**config.mk**
```make
export PLATFORM = sky130hd
export DESIGN_NAME = renkon_layer_sched
export DESIGN_NICKNAME = d
export VERILOG_FILES = /design/src/rtl/renkon_pkg.sv /design/src/rtl/renkon_sched_desc_ram.sv /design/src/rtl/renkon_layer_sched.sv
export SDC_FILE = /design/constraint.sdc
export NUM_CORES = 1
export LEC_CHECK = 0
export ABC_CLOCK_PERIOD_IN_PS = 21300
export BUFFER_PORTS_ARGS = -buffer_cell sky130_fd_sc_hd__buf_4
export CORE_ASPECT_RATIO = 0.7
export CORE_MARGIN = 1.5
export CORE_UTILIZATION = 25
export DETAILED_ROUTE_END_ITERATION = 12
export PLACE_DENSITY_LB_ADDON = 0.1
export SYNTH_ARGS = -nofsm -noshare
export SYNTH_HDL_FRONTEND = slang
export SYNTH_SLANG_ARGS = --single-unit
```
**constraint.sdc**
```tcl
create_clock -name clk -period 21.3 [get_ports clk]
set_input_delay 4.26 -clock clk [delete_from_list [all_inputs] [get_ports clk]]
set_output_delay 4.26 -clock clk [all_outputs]
set_load 0.01 [all_outputs]
```
**src/rtl/renkon_pkg.sv**
```systemverilog
// Shared renkon types and sizes: layer descriptor layout, scheduler state encoding,
// default table depth and the address/size widths used on the core interface.
package renkon_pkg;

    localparam int SCHED_DEPTH_DEF = 8;
    localparam int IMGSIZE         = 16;
    localparam int RENKON_NETSIZE  = 16;
    localparam int LWIDTH          = 12;

    // Field order matches the flat desc_wdata word, in_offset in the MSBs.
    typedef struct packed {
        logic [IMGSIZE-1:0]        in_offset;
        logic [IMGSIZE-1:0]        out_offset;
        logic [RENKON_NETSIZE-1:0] net_offset;
        logic [LWIDTH-1:0]         total_out;
        logic [LWIDTH-1:0]         total_in;
        logic [LWIDTH-1:0]         img_size;
        logic [LWIDTH-1:0]         fil_size;
    } sched_desc_t;

    typedef enum logic [2:0] {
        S_IDLE  = 3'd0,
        S_LOAD  = 3'd1,
        S_REQ   = 3'd2,
        S_ACKLO = 3'd3,
        S_ACKHI = 3'd4,
        S_DONE  = 3'd5
    } sched_state_t;

endpackage

```
**src/rtl/renkon_sched_desc_ram.sv**
```systemverilog
// Layer descriptor table: one write port, one registered read port.
// A read and a write to the same address in one cycle returns the old word.
module renkon_sched_desc_ram #(
    parameter int DEPTH = 8,
    parameter int AW    = 3,
    parameter int DW    = 96
) (
    input  logic          clk,
    input  logic          rst,
    input  logic          we_i,
    input  logic [AW-1:0] waddr_i,
    input  logic [DW-1:0] wdata_i,
    input  logic          re_i,
    input  logic [AW-1:0] raddr_i,
    output logic [DW-1:0] rdata_o
);

    // No reset on the array so the table survives a scheduler reset.
    logic [DW-1:0] mem_q [DEPTH];
    logic [DW-1:0] rdata_q;

    always_ff @(posedge clk) begin
        if (we_i) begin
            mem_q[waddr_i] <= wdata_i;
        end
    end

    always_ff @(posedge clk or posedge rst) begin
        if (rst) begin
            rdata_q <= '0;
        end else if (re_i) begin
            rdata_q <= mem_q[raddr_i];
        end
    end

    assign rdata_o = rdata_q;

endmodule

```
**src/rtl/renkon_layer_sched.sv**
```systemverilog
// Layer scheduler: walks the descriptor table and launches the core once per layer.
// Build option RENKON_SCHED_PINGPONG_EN chains in_offset from the previous layer's out_offset.
module renkon_layer_sched
    import renkon_pkg::*;
#(
    parameter int SCHED_DEPTH = SCHED_DEPTH_DEF,
    parameter int SCHED_LOG   = 3
) (
    input  logic                           clk,
    input  logic                           rst,
    input  logic                           desc_we,
    input  logic [SCHED_LOG-1:0]           desc_addr,
    input  logic [$bits(sched_desc_t)-1:0] desc_wdata,
    input  logic                           start,
    input  logic [SCHED_LOG:0]             n_layers,
    input  logic                           abort,
    input  logic                           core_ack,
    output logic                           core_req,
    output logic [IMGSIZE-1:0]             in_offset,
    output logic [IMGSIZE-1:0]             out_offset,
    output logic [RENKON_NETSIZE-1:0]      net_offset,
    output logic [LWIDTH-1:0]              total_out,
    output logic [LWIDTH-1:0]              total_in,
    output logic [LWIDTH-1:0]              img_size,
    output logic [LWIDTH-1:0]              fil_size,
    output logic                           busy,
    output logic                           done,
    output logic [SCHED_LOG-1:0]           layer_idx,
    output sched_state_t                   dbg_state_o
);

    localparam int              NW      = SCHED_LOG + 1;
    localparam int              DW      = $bits(sched_desc_t);
    localparam logic [NW-1:0]   DEPTH_N = NW'(SCHED_DEPTH);

    sched_state_t         state_q, state_d;
    logic [SCHED_LOG-1:0] layer_q, layer_d;
    logic [NW-1:0]        n_q, n_d;
    logic                 abort_q, abort_d;
    sched_desc_t          par_q, par_d;
    logic                 req_q, busy_q, done_q;

    logic                 rd_en;
    logic [SCHED_LOG-1:0] rd_addr;
    logic [DW-1:0]        rd_raw;
    sched_desc_t          rd_desc;
    logic [NW-1:0]        n_sat;
    logic                 last_layer;

    renkon_sched_desc_ram #(
        .DEPTH (SCHED_DEPTH),
        .AW    (SCHED_LOG),
        .DW    (DW)
    ) u_desc_ram (
        .clk     (clk),
        .rst     (rst),
        .we_i    (desc_we),
        .waddr_i (desc_addr),
        .wdata_i (desc_wdata),
        .re_i    (rd_en),
        .raddr_i (rd_addr),
        .rdata_o (rd_raw)
    );

    assign rd_desc    = sched_desc_t'(rd_raw);
    assign n_sat      = (n_layers > DEPTH_N) ? DEPTH_N : n_layers;
    assign last_layer = ({1'b0, layer_q} == (n_q - 1'b1));

    // Core handshake: core_req is a one-cycle launch pulse; the core then drops core_ack
    // while working and raises it again when idle. A layer ends only on that rising ack.
    // The table is read on the edge entering S_LOAD, so S_LOAD only registers the word.
    always_comb begin
        state_d = state_q;
        layer_d = layer_q;
        n_d     = n_q;
        abort_d = abort_q;
        par_d   = par_q;
        rd_en   = 1'b0;
        rd_addr = layer_q + 1'b1;

        if (state_q != S_IDLE && abort) begin
            abort_d = 1'b1;
        end

        case (state_q)
            S_IDLE: begin
                if (start) begin
                    n_d     = n_sat;
                    layer_d = '0;
                    rd_addr = '0;
                    if (n_sat == '0) begin
                        state_d = S_DONE;
                    end else begin
                        rd_en   = 1'b1;
                        state_d = S_LOAD;
                    end
                end
            end
            S_LOAD: begin
                par_d = rd_desc;
`ifdef RENKON_SCHED_PINGPONG_EN
                if (layer_q != '0) begin
                    par_d.in_offset = par_q.out_offset;
                end
`endif
                state_d = S_REQ;
            end
            S_REQ: begin
                state_d = S_ACKLO;
            end
            S_ACKLO: begin
                if (!core_ack) begin
                    state_d = S_ACKHI;
                end
            end
            S_ACKHI: begin
                if (core_ack) begin
                    if (last_layer || abort_q) begin
                        state_d = S_DONE;
                    end else begin
                        layer_d = layer_q + 1'b1;
                        rd_en   = 1'b1;
                        state_d = S_LOAD;
                    end
                end
            end
            S_DONE: begin
                abort_d = 1'b0;
                state_d = S_IDLE;
            end
            default: begin
                state_d = S_IDLE;
            end
        endcase
    end

    always_ff @(posedge clk or posedge rst) begin
        if (rst) begin
            state_q <= S_IDLE;
            layer_q <= '0;
            n_q     <= '0;
            abort_q <= 1'b0;
            par_q   <= '0;
            req_q   <= 1'b0;
            busy_q  <= 1'b0;
            done_q  <= 1'b0;
        end else begin
            state_q <= state_d;
            layer_q <= layer_d;
            n_q     <= n_d;
            abort_q <= abort_d;
            par_q   <= par_d;
            req_q   <= (state_d == S_REQ);
            busy_q  <= (state_d != S_IDLE);
            done_q  <= (state_d == S_DONE);
        end
    end

    assign core_req    = req_q;
    assign busy        = busy_q;
    assign done        = done_q;
    assign layer_idx   = layer_q;
    assign dbg_state_o = state_q;
    assign in_offset   = par_q.in_offset;
    assign out_offset  = par_q.out_offset;
    assign net_offset  = par_q.net_offset;
    assign total_out   = par_q.total_out;
    assign total_in    = par_q.total_in;
    assign img_size    = par_q.img_size;
    assign fil_size    = par_q.fil_size;

endmodule

```
==> impl_metrics.toml <==
[run_status]
outcome = "complete, no violations"

[worst_setup_path]
timing.critical_path.from_type = "primary input"
crit_path_end_kind = "flip-flop"
critPathSlowestCell = "buf_4"
cp_top_family = "buffers and inverters"
cpMostUsedCell = "buf_4"
cp.arrival_ns = 7.30
crit_type = "in -> reg"
max_stage_delay_ns = 0.67
path_cells = "buf_4 -> or4b_4 -> nand2b_4 -> buf_4 -> buf_4 -> a221oi_1 -> o31ai_1 -> mux2_2"
worstRegToRegCells = 8
cp_max_fo = 35
regToRegSetupSlack_ns = 16.29
crit_required_ns = 21.93
critPathBufInv = 3
crit_cells = 8

[global_route]
antenna_found_initial = 12
grt_pass1_wl_microns = 153000
grt_max_degree = 144
grt_use_total_pct = 13.7
grt_pass1_vias = 21311
grt_overflow = 0

[timing]
fmax_ghz = 0.150
min_period_over_period_pct = 31.3
setup_violations = 0
report.final.slew_viol_count = 0
slew_headroom_pct = 30.9
fin_worst_skew_ns = 0.0167
final-hold-violation-count = 0
period_needed_ns = 6.67
worst_slack_ns = 14.63
worst_slew_pin_slew_ns = 1.04
rsz0062_at_grt = "no"
setup_tns_ns = 0

[yosys]
synthTopCellsByArea = "edfxtp_1, dfrtp_1, mux4_2"
synth.avg_cell_area_sq_um = 18.2
synthTopCellsByCount = "edfxtp_1, dfrtp_1, nor2b_1"
ys.flop_type = "edfxtp_1"
synth_async_sr_flop_share_pct = 21.1
synth-edff-count = 768
synthSimpleGateAreaFrac_pct = 4.95
syn_nets = 2181
synthMuxAreaShare_pct = 11.6
yosysTopAreaCellShare_pct = 61.3
synth_cells = 2070
synthAdderAreaFrac_pct = 0.0666
synth_seq_cells = 974
yosys_warnings = 0
synth-xor-area-share_pct = 0.116
yosysMostFrequentCell = "edfxtp_1"
synth_top_family_by_area = "multiplexers"
netlist_area_sq_um = 37600
synth-seq-area-share_pct = 75.1
synth_cell_types = 49
yosysTopAreaCell = "edfxtp_1"
synth-compound-area-share_pct = 6.38

[die]
dieArea_sq_um = 153000
start_util_pct = 25.3
pin_count = 214
die_h_microns = 327
fp.dieW_microns = 467
rows = 118
fp.coreArea_sq_um = 149000

[detailed_routing]
final_antenna_net_count = 0
drc_errors = 0
firstDrtPassIters = 5
drt-initial-drc-count = 1079
via_count = 19571
wire_per_inst_microns = 24.0
vias_per_cell = 4.50
drt-total-wl_microns = 104000

[cts]
root_buffer = "clkbuf_16"
clock_latency_ns = 0.70
path_clk_slew_ns = 0.06
cts.sinks = 974
cts_htree_levels = 3
clock_tree.buffer_depth = 3
cts_buffers = 103
cts_hold_buffers = 0
postCtsSetupRepairBufs = 0
cts_tree = "yes"
ctsResizeCount = 0

[finish]
fillers = 14703
layout.nets = 2389
area_growth_pct = 19.1
drive_gt1_share_pct = 29.2

[power]
peakVddDrop_uv = 71.3
p_leak_nw = 14.8
pwr_density_cell_nw_per_um2 = 125

[placed_design]
place.gp.congestion = 0.687
portBuffers = 213
dp_hpwl_microns = 52300
dpl_worst_slack_ns = 13.79

[run]
cap_violations = 0

[min_path]
hold_class = "reg -> reg"
hold_depth = 1
worst register-to-register path: cells and delay by family (launching register included):
| family | cells | cell delay, ns |
|---|---|---|
| XOR/XNOR | 1 | 0.82 |
| multiplexers | 2 | 0.80 |
| AND/OR/NAND/NOR | 1 | 0.09 |
| AO/OA/AOI/OAI | 1 | 0.14 |
| flip-flops | 1 | 0.92 |
| buffers and inverters | 2 | 1.70 |
| adder cells (fa/ha/maj) | 1 | 0.42 |
through the flow:
step | utilization, % | hold WS, ns | power, mW | cell area (sq um) | std cells
after detailed placement | 27.9 | 0.483 | 3.97 | 41500 | 4153
final | 30.1 | 0.490 | 5.62 | 44800 | 4350
after floorplan | - | 0.455 | 3.39 | 37600 | 2070
after global placement | 27.9 | 0.482 | 3.95 | 41500 | 4153
after CTS | 30.1 | 0.497 | 5.76 | 44800 | 4348
after global routing | 30.1 | 0.523 | 5.93 | 44800 | 4348
cell families after synthesis:
kind of cell | count (synthesis)
XOR/XNOR | 5
multiplexers | 295
flip-flops | 974
AND/OR/NAND/NOR | 342
AO/OA/AOI/OAI | 303
adder cells (fa/ha/maj) | 2
buffers and inverters | 149
state kept, by name, indices dropped and copies added (netlist names), 3 cells and up:
register and count:
total_in 12, total_out 12, dbg_state_o 3, layer_idx 3
img_size 12, out_offset 16, u_desc_ram.rdata_o 96, in_offset 16
fil_size 12, net_offset 16, u_desc_ram.mem_q 768, n_q 4
per-layer routing:
layer | track usage, % | share of wire (%) | vias up
li1 | - | - | 8666
met1 | 17.3 | 43 | 10423
met2 | 23.9 | 51 | 293
met3 | 2.91 | 3.8 | 167
met4 | 3.31 | 2.1 | 22
met5 | 0 | 0.14 | -
report_power, final:
group | total [mW] | leakage (nW) | switching, mW | internal, mW
clock | 1.76 | 1.60 | 0.758 | 0.997
combinational | 1.38 | 3.73 | 0.722 | 0.653
sequential | 2.49 | 9.47 | 0.179 | 2.31
total | 5.62 | 14.8 | 1.66 | 3.96
cell type report:
| type | count | area [sq um] | share of cell area (%) |
|---|---|---|---|
| repair buffers | 244 | 1940 | 4.34 |
| multi-input cells | 947 | 8810 | 19.7 |
| clock buffers | 151 | 2910 | 6.50 |
| clock inverters | 44 | 367 | 0.819 |
| diodes | 2 | 5.00 | 0.0112 |
| inverters | 8 | 37.5 | 0.0838 |
| flip-flops and latches | 974 | 28200 | 63.0 |
| well taps | 1980 | 2480 | 5.53 |
worst paths after layout:
check,from,end
setup / recovery,start,u_desc_ram.rdata_o[91]
hold / removal,u_desc_ram.rdata_o[46],u_desc_ram.rdata_o[46]
setup reg to reg,layer_idx[0],u_desc_ram.rdata_o[19]
hold reg to reg,u_desc_ram.rdata_o[46],u_desc_ram.rdata_o[46]
max in group asynchronous,rst,layer_idx[0]
min in group asynchronous,rst,total_in[10]
layout by cell type (no fill, tap or decap), drive strengths merged, types with 5 or more instances in the layout:
cell type | synthesis | routed
mux2 | 194 | 194
clkbuf | 80 | 151
mux2i | 8 | 8
mux4 | 93 | 93
edfxtp | 768 | 768
inv | 8 | 14
nand2b | 6 | 6
nor3 | 7 | 7
a221oi | 93 | 93
o31ai | 93 | 93
dfrtp | 206 | 206
o21ai | 5 | 5
buf | 61 | 244
nor2b | 187 | 187
a211oi | 94 | 94
clkinv | 0 | 31
nand2 | 108 | 108
nor2 | 12 | 12
(Power assumes the default switching activity.)
